### src/rtl/cprs_pkg.sv
// ---------------------------------------------------------------------------
// cprs_pkg
// Shared width helpers for the compressor-row final adder slice.
//   RES_W(w)    : width of a resolved row value (w + 3 bits, no overflow)
//   ERRB_W(w)   : width of a per-beat error popcount ($clog2(w + 1))
//   CNT_MAX(n)  : largest value an n-bit saturating counter may hold
// The stage-1 payload struct depends on the row width, so the top module
// declares it locally from these helpers.
// ---------------------------------------------------------------------------
package cprs_pkg;

    // A row of w columns with sum, carry<<1 and err<<2 never exceeds w+3 bits.
    function automatic int RES_W(input int w);
        return w + 3;
    endfunction

    // Enough bits to count every column of the row as erroring.
    function automatic int ERRB_W(input int w);
        return $clog2(w + 1);
    endfunction

    // All-ones value of an n-bit counter; callers cast it down to n bits.
    function automatic longint unsigned CNT_MAX(input int n);
        return (64'd1 << n) - 64'd1;
    endfunction

endpackage

### src/rtl/cprs_row_final_add_if.sv
// ---------------------------------------------------------------------------
// cprs_row_final_add_if
// Bundles the row-beat input handshake and the result output handshake.
//   in_valid/in_ready            : row beat handshake
//   sum_vec/carry_vec/err_vec    : compressor outputs, W bits each
//   out_valid/out_ready          : result handshake
//   result                       : resolved row value, RES_W(W) bits
//   err_bits                     : popcount of err_vec for the beat
//   err_cnt                      : saturating count of erroring beats
// Modports: master = producer/consumer side, slave = the adder stage.
// ---------------------------------------------------------------------------
interface cprs_row_final_add_if
    import cprs_pkg::*;
#(
    parameter int W     = 8,
    parameter int CNT_W = 16
);

    logic                    in_valid;
    logic                    in_ready;
    logic [W-1:0]            sum_vec;
    logic [W-1:0]            carry_vec;
    logic [W-1:0]            err_vec;
    logic                    out_valid;
    logic                    out_ready;
    logic [RES_W(W)-1:0]     result;
    logic [ERRB_W(W)-1:0]    err_bits;
    logic [CNT_W-1:0]        err_cnt;

    modport master (
        output in_valid, sum_vec, carry_vec, err_vec, out_ready,
        input  in_ready, out_valid, result, err_bits, err_cnt
    );

    modport slave (
        input  in_valid, sum_vec, carry_vec, err_vec, out_ready,
        output in_ready, out_valid, result, err_bits, err_cnt
    );

endinterface

### src/rtl/cprs_popcount.sv
// ---------------------------------------------------------------------------
// cprs_popcount
// Combinational population count of a W-bit vector.
//   vec_i   : input vector
//   count_o : number of set bits, ERRB_W(W) wide
// ---------------------------------------------------------------------------
module cprs_popcount
    import cprs_pkg::*;
#(
    parameter int W = 8
) (
    input  logic [W-1:0]         vec_i,
    output logic [ERRB_W(W)-1:0] count_o
);

    localparam int CW = ERRB_W(W);

    // Plain ripple of one-bit additions; synthesis rebalances it into a tree.
    always_comb begin
        count_o = '0;
        for (int i = 0; i < W; i++) begin
            count_o = count_o + CW'(vec_i[i]);
        end
    end

endmodule

### src/rtl/cprs_row_final_add.sv
// ---------------------------------------------------------------------------
// cprs_row_final_add
// Resolves one row of approximate 4:2 compressor outputs per beat into a
// binary value with a two-stage pipelined carry-propagate adder, and counts
// beats that carried any approximation error.
//   clk  : clock, rising edge
//   rst  : synchronous reset, active-high
//   bus  : cprs_row_final_add_if.slave (handshakes, row vectors, results)
// Parameters: W columns, CNT_W error-counter width, SPLIT adder cut point.
// Build option: CPRS_ERR_COMP_EN adds err_vec<<2 back in, giving the exact
// column sum; without it the result is the raw approximate sum + carry<<1.
// ---------------------------------------------------------------------------
module cprs_row_final_add
    import cprs_pkg::*;
#(
    parameter int W     = 8,
    parameter int CNT_W = 16,
    parameter int SPLIT = W / 2
) (
    input logic                   clk,
    input logic                   rst,
    cprs_row_final_add_if.slave   bus
);

    localparam int RW = RES_W(W);
    localparam int EW = ERRB_W(W);
    localparam int HW = RW - SPLIT;
    localparam logic [CNT_W-1:0] CntMax = CNT_W'(CNT_MAX(CNT_W));

    typedef struct packed {
        logic [SPLIT-1:0] lo_sum;
        logic             carry;
        logic [HW-1:0]    hi_a;
        logic [HW-1:0]    hi_b;
        logic [EW-1:0]    err_bits;
    } s1_t;

    logic [RW-1:0]    opA;
    logic [RW-1:0]    opB;
    logic [SPLIT:0]   loAdd;
    logic [EW-1:0]    errCount;
    logic [HW-1:0]    hiSum;
    s1_t              s1Payload;

    logic             s1Valid_q, s1Valid_d;
    s1_t              s1_q, s1_d;
    logic             s2Valid_q, s2Valid_d;
    logic [RW-1:0]    result_q, result_d;
    logic [EW-1:0]    errBits_q, errBits_d;
    logic [CNT_W-1:0] errCnt_q, errCnt_d;

    logic             s2Adv;
    logic             inReady;
    logic             inFire;

`ifdef CPRS_ERR_COMP_EN
    logic [RW-1:0]    rawA;
    logic [RW-1:0]    rawB;
    logic [RW-1:0]    rawC;

    // Three operands are folded to two with a carry-save layer so the
    // pipelined adder below stays a plain two-input adder. The top majority
    // bit is always zero because the total fits in RW bits.
    assign rawA = RW'(bus.sum_vec);
    assign rawB = RW'(bus.carry_vec) << 1;
    assign rawC = RW'(bus.err_vec) << 2;
    assign opA  = rawA ^ rawB ^ rawC;
    assign opB  = ((rawA & rawB) | (rawA & rawC) | (rawB & rawC)) << 1;
`else
    // Raw approximate value: sum bits plus carry bits one column up.
    assign opA = RW'(bus.sum_vec);
    assign opB = RW'(bus.carry_vec) << 1;
`endif

    cprs_popcount #(.W(W)) uPopcount (
        .vec_i   (bus.err_vec),
        .count_o (errCount)
    );

    // Low half of the adder resolves in stage 1; its carry-out and the raw
    // upper slices travel to stage 2 together with the popcount.
    assign loAdd = {1'b0, opA[SPLIT-1:0]} + {1'b0, opB[SPLIT-1:0]};

    always_comb begin
        s1Payload          = '0;
        s1Payload.lo_sum   = loAdd[SPLIT-1:0];
        s1Payload.carry    = loAdd[SPLIT];
        s1Payload.hi_a     = opA[RW-1:SPLIT];
        s1Payload.hi_b     = opB[RW-1:SPLIT];
        s1Payload.err_bits = errCount;
    end

    // Upper half finishes in stage 2 using the registered carry.
    assign hiSum = s1_q.hi_a + s1_q.hi_b + HW'(s1_q.carry);

    // Ready ripples backwards combinationally so a full pipeline still takes
    // a new beat in the same cycle the consumer drains one.
    assign s2Adv   = !s2Valid_q | bus.out_ready;
    assign inReady = !s1Valid_q | s2Adv;
    assign inFire  = bus.in_valid & inReady;

    // Next-state for both pipeline stages and the saturating error counter.
    // Stage 2 only changes when it may advance, which keeps a presented
    // result stable until the consumer takes it.
    always_comb begin
        s1Valid_d = s1Valid_q;
        s1_d      = s1_q;
        s2Valid_d = s2Valid_q;
        result_d  = result_q;
        errBits_d = errBits_q;
        errCnt_d  = errCnt_q;

        if (inReady) begin
            s1Valid_d = bus.in_valid;
            if (bus.in_valid) begin
                s1_d = s1Payload;
            end
        end

        if (s2Adv) begin
            s2Valid_d = s1Valid_q;
            if (s1Valid_q) begin
                result_d  = {hiSum, s1_q.lo_sum};
                errBits_d = s1_q.err_bits;
            end
        end

        if (inFire && (|bus.err_vec) && (errCnt_q != CntMax)) begin
            errCnt_d = errCnt_q + CNT_W'(1);
        end
    end

    // State registers; reset discards any beats still in flight.
    always_ff @(posedge clk) begin
        if (rst) begin
            s1Valid_q <= 1'b0;
            s1_q      <= '0;
            s2Valid_q <= 1'b0;
            result_q  <= '0;
            errBits_q <= '0;
            errCnt_q  <= '0;
        end else begin
            s1Valid_q <= s1Valid_d;
            s1_q      <= s1_d;
            s2Valid_q <= s2Valid_d;
            result_q  <= result_d;
            errBits_q <= errBits_d;
            errCnt_q  <= errCnt_d;
        end
    end

    assign bus.in_ready  = inReady;
    assign bus.out_valid = s2Valid_q;
    assign bus.result    = result_q;
    assign bus.err_bits  = errBits_q;
    assign bus.err_cnt   = errCnt_q;

endmodule

### src/flat_wrapper.sv
// flat-port wrapper written by rule: the top's interface ports become plain ports
module cprs_row_final_add_flat import cprs_pkg::*;
#(
    parameter int W     = 8,
    parameter int CNT_W = 16,
    parameter int SPLIT = W / 2
)
  (clk, rst, bus_in_valid, bus_sum_vec, bus_carry_vec, bus_err_vec, bus_out_ready, bus_in_ready, bus_out_valid, bus_result, bus_err_bits, bus_err_cnt);
  cprs_row_final_add_if #(.W(W), .CNT_W(CNT_W)) bus_i ();
  input logic clk;
  input logic rst;
  input wire logic [$bits(bus_i.in_valid)-1:0] bus_in_valid;
  input wire logic [$bits(bus_i.sum_vec)-1:0] bus_sum_vec;
  input wire logic [$bits(bus_i.carry_vec)-1:0] bus_carry_vec;
  input wire logic [$bits(bus_i.err_vec)-1:0] bus_err_vec;
  input wire logic [$bits(bus_i.out_ready)-1:0] bus_out_ready;
  output wire logic [$bits(bus_i.in_ready)-1:0] bus_in_ready;
  output wire logic [$bits(bus_i.out_valid)-1:0] bus_out_valid;
  output wire logic [$bits(bus_i.result)-1:0] bus_result;
  output wire logic [$bits(bus_i.err_bits)-1:0] bus_err_bits;
  output wire logic [$bits(bus_i.err_cnt)-1:0] bus_err_cnt;
  assign bus_i.in_valid = bus_in_valid;
  assign bus_i.sum_vec = bus_sum_vec;
  assign bus_i.carry_vec = bus_carry_vec;
  assign bus_i.err_vec = bus_err_vec;
  assign bus_i.out_ready = bus_out_ready;
  assign bus_in_ready = bus_i.in_ready;
  assign bus_out_valid = bus_i.out_valid;
  assign bus_result = bus_i.result;
  assign bus_err_bits = bus_i.err_bits;
  assign bus_err_cnt = bus_i.err_cnt;
  cprs_row_final_add #(.W(W), .CNT_W(CNT_W), .SPLIT(SPLIT)) u_core (.clk(clk), .rst(rst), .bus(bus_i));
endmodule
### config.mk
export PLATFORM = sky130hd
export DESIGN_NAME = cprs_row_final_add_flat
export DESIGN_NICKNAME = d
export VERILOG_FILES = /design/src/rtl/cprs_pkg.sv /design/src/rtl/cprs_row_final_add_if.sv /design/src/rtl/cprs_popcount.sv /design/src/rtl/cprs_row_final_add.sv /design/src/flat_wrapper.sv
export SDC_FILE = /design/constraint.sdc
export NUM_CORES = 1
export LEC_CHECK = 0
export ABC_AREA = 0
export CAP_MARGIN = 20
export CORE_ASPECT_RATIO = 1.4
export CORE_MARGIN = 10
export CORE_UTILIZATION = 50
export CTS_CLUSTER_SIZE = 12
export DETAILED_ROUTE_END_ITERATION = 8
export MAX_ROUTING_LAYER = met4
export PLACE_DENSITY = 0.79
export SLEW_MARGIN = 25
export SYNTH_ARGS = -nofsm -noshare
export SYNTH_HDL_FRONTEND = slang
export SYNTH_HIERARCHICAL = 1
export SYNTH_SLANG_ARGS = --single-unit
### constraint.sdc
create_clock -name clk -period 8.08 [get_ports clk]
set_clock_uncertainty 0.1 [all_clocks]
set_input_delay 2.02 -clock clk [delete_from_list [all_inputs] [get_ports clk]]
set_output_delay 2.02 -clock clk [all_outputs]
set_load 0.02 [all_outputs]
* Word level (Yosys, flattened, before mapping) *
Index checks and enable logic that the tools add are counted.

word-level totals
  flip-flop bits (word level) = 51
  output and inout bits = 33
  bits of input ports = 28
  logic and storage cells = 32

operators by class
  add/subtract/negate cells = 11
  bitwise gates (word level) = 3
  reduce and logical (&&, ||, !) cells = 7
  equality and inequality tests = 1

operators by type and width
  operator               count
  $add 16x1->16 const B  1
  $add 4x1->4            4
  $ne 16x16->1 const B   1
  $reduce_or 8->1        1
  $add 7x1->7            1
  $add 4x5->6            1
  $add 4x4->5            1
  $add 3x1->4            1
  $reduce_and 2->1       2
  $add 2x1->3            1
  $add 1x1->2            1
  $logic_and 1x1->1      2
  $logic_not 1->1        2
  $or 1x1->1             2
  $and 1x1->1            1

* Logic depth before layout (Yosys ltp) *
  depth after elaboration = 7
  depth in mapped cells = 9
  gate-level depth less buffers = 9

* Hierarchy *
Netlist, hierarchy kept.

by module, submodules not included
  module              cells an instance  times used  area an instance (µm²)  sequential area each (µm²)
  cprs_row_final_add  268                1           2287.2                  1001.0
  cprs_popcount       22                 1           192.7                   0.0

* Worst setup path after synthesis *
OpenSTA, ideal clock, no wires.

  path kind = input to output
  start point = input bus_out_ready
  end point = output bus_in_ready
  required time = 5960 ps
  arrival = 2346 ps
  stages on the path = 1
  path slack = 3614 ps
  buffers on the path = 0
  cells stage by stage = nand3b_2

between the ends
  word-level cells in the longest chain between the ends = 2

RTL lines
  item         line                      source
  from (decl)  flat_wrapper.sv:16        input wire logic [$bits(bus_i.out_ready)-1:0] bus_out_ready;
  $or 1x1->1   cprs_row_final_add.sv:98  assign s2Adv = !s2Valid_q | bus.out_ready;
  $or 1x1->1   cprs_row_final_add.sv:99  assign inReady = !s1Valid_q | s2Adv;
  to (decl)    flat_wrapper.sv:17        output wire logic [$bits(bus_i.in_ready)-1:0] bus_in_ready;

Every way passes these cells.

* Worst setup path in the final report *
Ends and elaborated chain as after synthesis.

==> flow_metrics.tcl <==
set metrics [dict create \
    status "finished clean" \
    path_class "in -> out" \
    hp-class "reg -> reg" \
    synth_top_area_share 0.404 \
    p_sw_mw 0.142 \
    fmax_mhz 182 \
    critical_path.endpoint_type "output pin" \
    hold_depth 2 \
    postCtsSetupBuffers 0 \
    drt-pass1-iter-count 4 \
    place_congestion 0.764 \
    yosysUniqueCellTypes 41 \
    grt_use_total 0.146 \
    coreArea_um2 4840 \
    io_buffer_count 59 \
    die_w_um 79.5 \
    async_reset_ff_frac 0 \
    synth_commonest_cells "nand2_1, dfxtp_1, a21oi_1" \
    finalCritPeriodShare 0.681 \
    clockPowerShare 0.301 \
    max-vdd-ir-drop_mv 0.0947 \
    syn-num-nets 335 \
    dpl.hpwl_mm 4.40 \
    p_sw_frac 0.280 \
    drt_drc_violations_left 0 \
    pin_count 61 \
    root_buffer "clkbuf_8" \
    drt-total-wl_mm 5.82 \
    setup_viol 0 \
    synth_top_area_cell "dfxtp_1" \
    drt_iter0_markers 118 \
    cp-start-kind "primary input" \
    synth.most_common_cell "nand2_1" \
    synthCells 290 \
    crit_arrival_ns 3.38 \
    hold_viol 0 \
    synth_edf_count 0 \
    clock_sinks 50 \
    setup_tns_ns 0 \
    cp_max_fo 6 \
    cp.required_ns 5.96 \
    std_cell_rows 30 \
    p_comb_frac 0.177 \
    path_clk_slew_ns 0.10 \
    postRouteAntennaNets 0 \
    p_int_mw 0.366 \
    placed_area_um2 3100 \
    yosysWarningCount 6 \
    finalCriticalPeriod_ns 5.50 \
    hold_buffers 0 \
    max_slew_margin 0.504 \
    clock_tree.buffer_depth 2 \
    final_cell_area_um2 3200 \
    area_delta_synth_final_pct 29.0 \
    insertion_delay_ns 0.31 \
    reg2reg_depth 6 \
    avgSynthCellArea_um2 8.55 \
    synthFlopType "dfxtp_1" \
    cts_buffers 5 \
    synth_area_um2 2480 \
    grt_busiest_layer "met2" \
    cap_violations 0 \
    synth_area_leaders "dfxtp_1, nand2_1, a21oi_1, fa_1, xnor2_1" \
    met1_usage 0.151 \
    yosys_register_bits 50 \
    final_layout_size_suffix_gt1_frac 0.0610 \
    cts_resized 0 \
    dieArea_um2 8220 \
    cts_tree "done" \
    p_seq_frac 0.522 \
    yosysSeqAreaShare 0.404 \
    grt_max_degree 53 \
    report.final.slew_viol_count 0 \
    rsz0062_at_grt "false" \
    grt_pass1_vias 2042 \
    finalNetCount 388 \
    grt_pass1_wl_mm 9.48 \
    fillers 425 \
    power_density_nw_per_um2 159 \
    viasPerCell 5.08 \
    cts_max_level 2 \
    leakagePower_nw 1.22 \
    gr-usage-met2 0.267 \
    start_util 0.512 \
    worst_pin_slew_ns 0.739 \
    die_h_um 103 \
    grt_antenna_before_repair 0 \
    met3_usage 0.0363 \
    via_count 2071 \
    wl_per_cell_um 14.3 \
    overflow 0 \
    antenna_cells 0 \
]
## registers in the layout, indices dropped and copies added (netlist names)
register	flops
u_core/s1_q	18
u_core/s1Valid_q	1
u_core/bus.err_bits	4
u_core/bus.err_cnt	16
u_core/bus.out_valid	1
u_core/bus.result	10
## area by class of cell
type                    count  area, µm²  share of cell area
flip-flops and latches     50       1000               0.313
multi-input cells         201       1330               0.415
repair buffers             60        598               0.187
inverters                  25       93.8              0.0293
clock buffers               5       68.8              0.0215
well taps                  64       80.1              0.0250
clock inverters             3       28.8             0.00900
## cells by family (layout without fill, tap and decap cells)
logic type / Yosys count / in the layout / synth area share
AO/OA/AOI/OAI: 51 / 51 / 0.127
multiplexers: 1 / 1 / 0.00404
flip-flops: 50 / 50 / 0.404
other: 1 / 1 / 0.00151
AND/OR/NAND/NOR: 114 / 114 / 0.236
adder cells (fa/ha/maj): 17 / 17 / 0.107
XOR/XNOR: 17 / 17 / 0.0600
buffers and inverters: 39 / 93 / 0.0610
## worst max-delay path: stages
cell and delay (ns):
clkdlybuf4s50_1 0.49, nand3b_2 0.21, clkdlybuf4s50_1 0.65
## layout by cell type (no fill, tap or decap), types with 3 or more instances in the layout
master and count:
ha_1 10, dfxtp_1 50, inv_1 25, o21ai_0 4, clkbuf_8 5, a21o_1 4
nand3_1 5, nand2_1 59, fa_1 7, xnor2_1 16, a211oi_1 5, clkdlybuf4s50_1 59
nand3b_1 3, nor2_1 18, a21oi_1 32, nor3_1 7
## routing by layer
metal	up-vias	wire length, µm
met4	0	74
met1	956	2310
met2	48	3140
met5	-	0
met3	9	303
li1	1058	-
## power groups by stage
stage | logic (mW) | registers (mW) | clock network (mW)
after floorplan | 0.0510 | 0.274 | 0
after global placement | 0.0884 | 0.271 | 0
after detailed placement | 0.0911 | 0.271 | 0
after CTS | 0.0916 | 0.266 | 0.159
after global routing | 0.101 | 0.267 | 0.165
final | 0.0899 | 0.265 | 0.153
## metrics by stage
| step | hold slack (ns) | instances | worst slack (ns) | util | total power, mW |
|---|---|---|---|---|---|
| after floorplan | 0.332 | 290 | 3.61 | - | 0.325 |
| after global placement | 0.337 | 400 | 2.59 | 0.640 | 0.359 |
| after detailed placement | 0.348 | 400 | 2.59 | 0.640 | 0.362 |
| after CTS | 0.362 | 408 | 2.57 | 0.660 | 0.516 |
| after global routing | 0.380 | 408 | 2.55 | 0.660 | 0.533 |
| final | 0.358 | 408 | 2.58 | 0.660 | 0.508 |
## worst paths after layout
| kind | slack, ns | end | startpoint |
|---|---|---|---|
| worst min register to register | 0.36 | u_core/bus.result[2] | u_core/s1_q[21] |
| worst min-delay path | 0.36 | u_core/bus.result[2] | u_core/s1_q[21] |
| worst max register to register | 5.96 | u_core/bus.err_cnt[7] | u_core/bus.err_cnt[0] |
| worst max-delay path | 2.58 | bus_in_ready | bus_out_ready |
(Power assumes the default switching activity.)
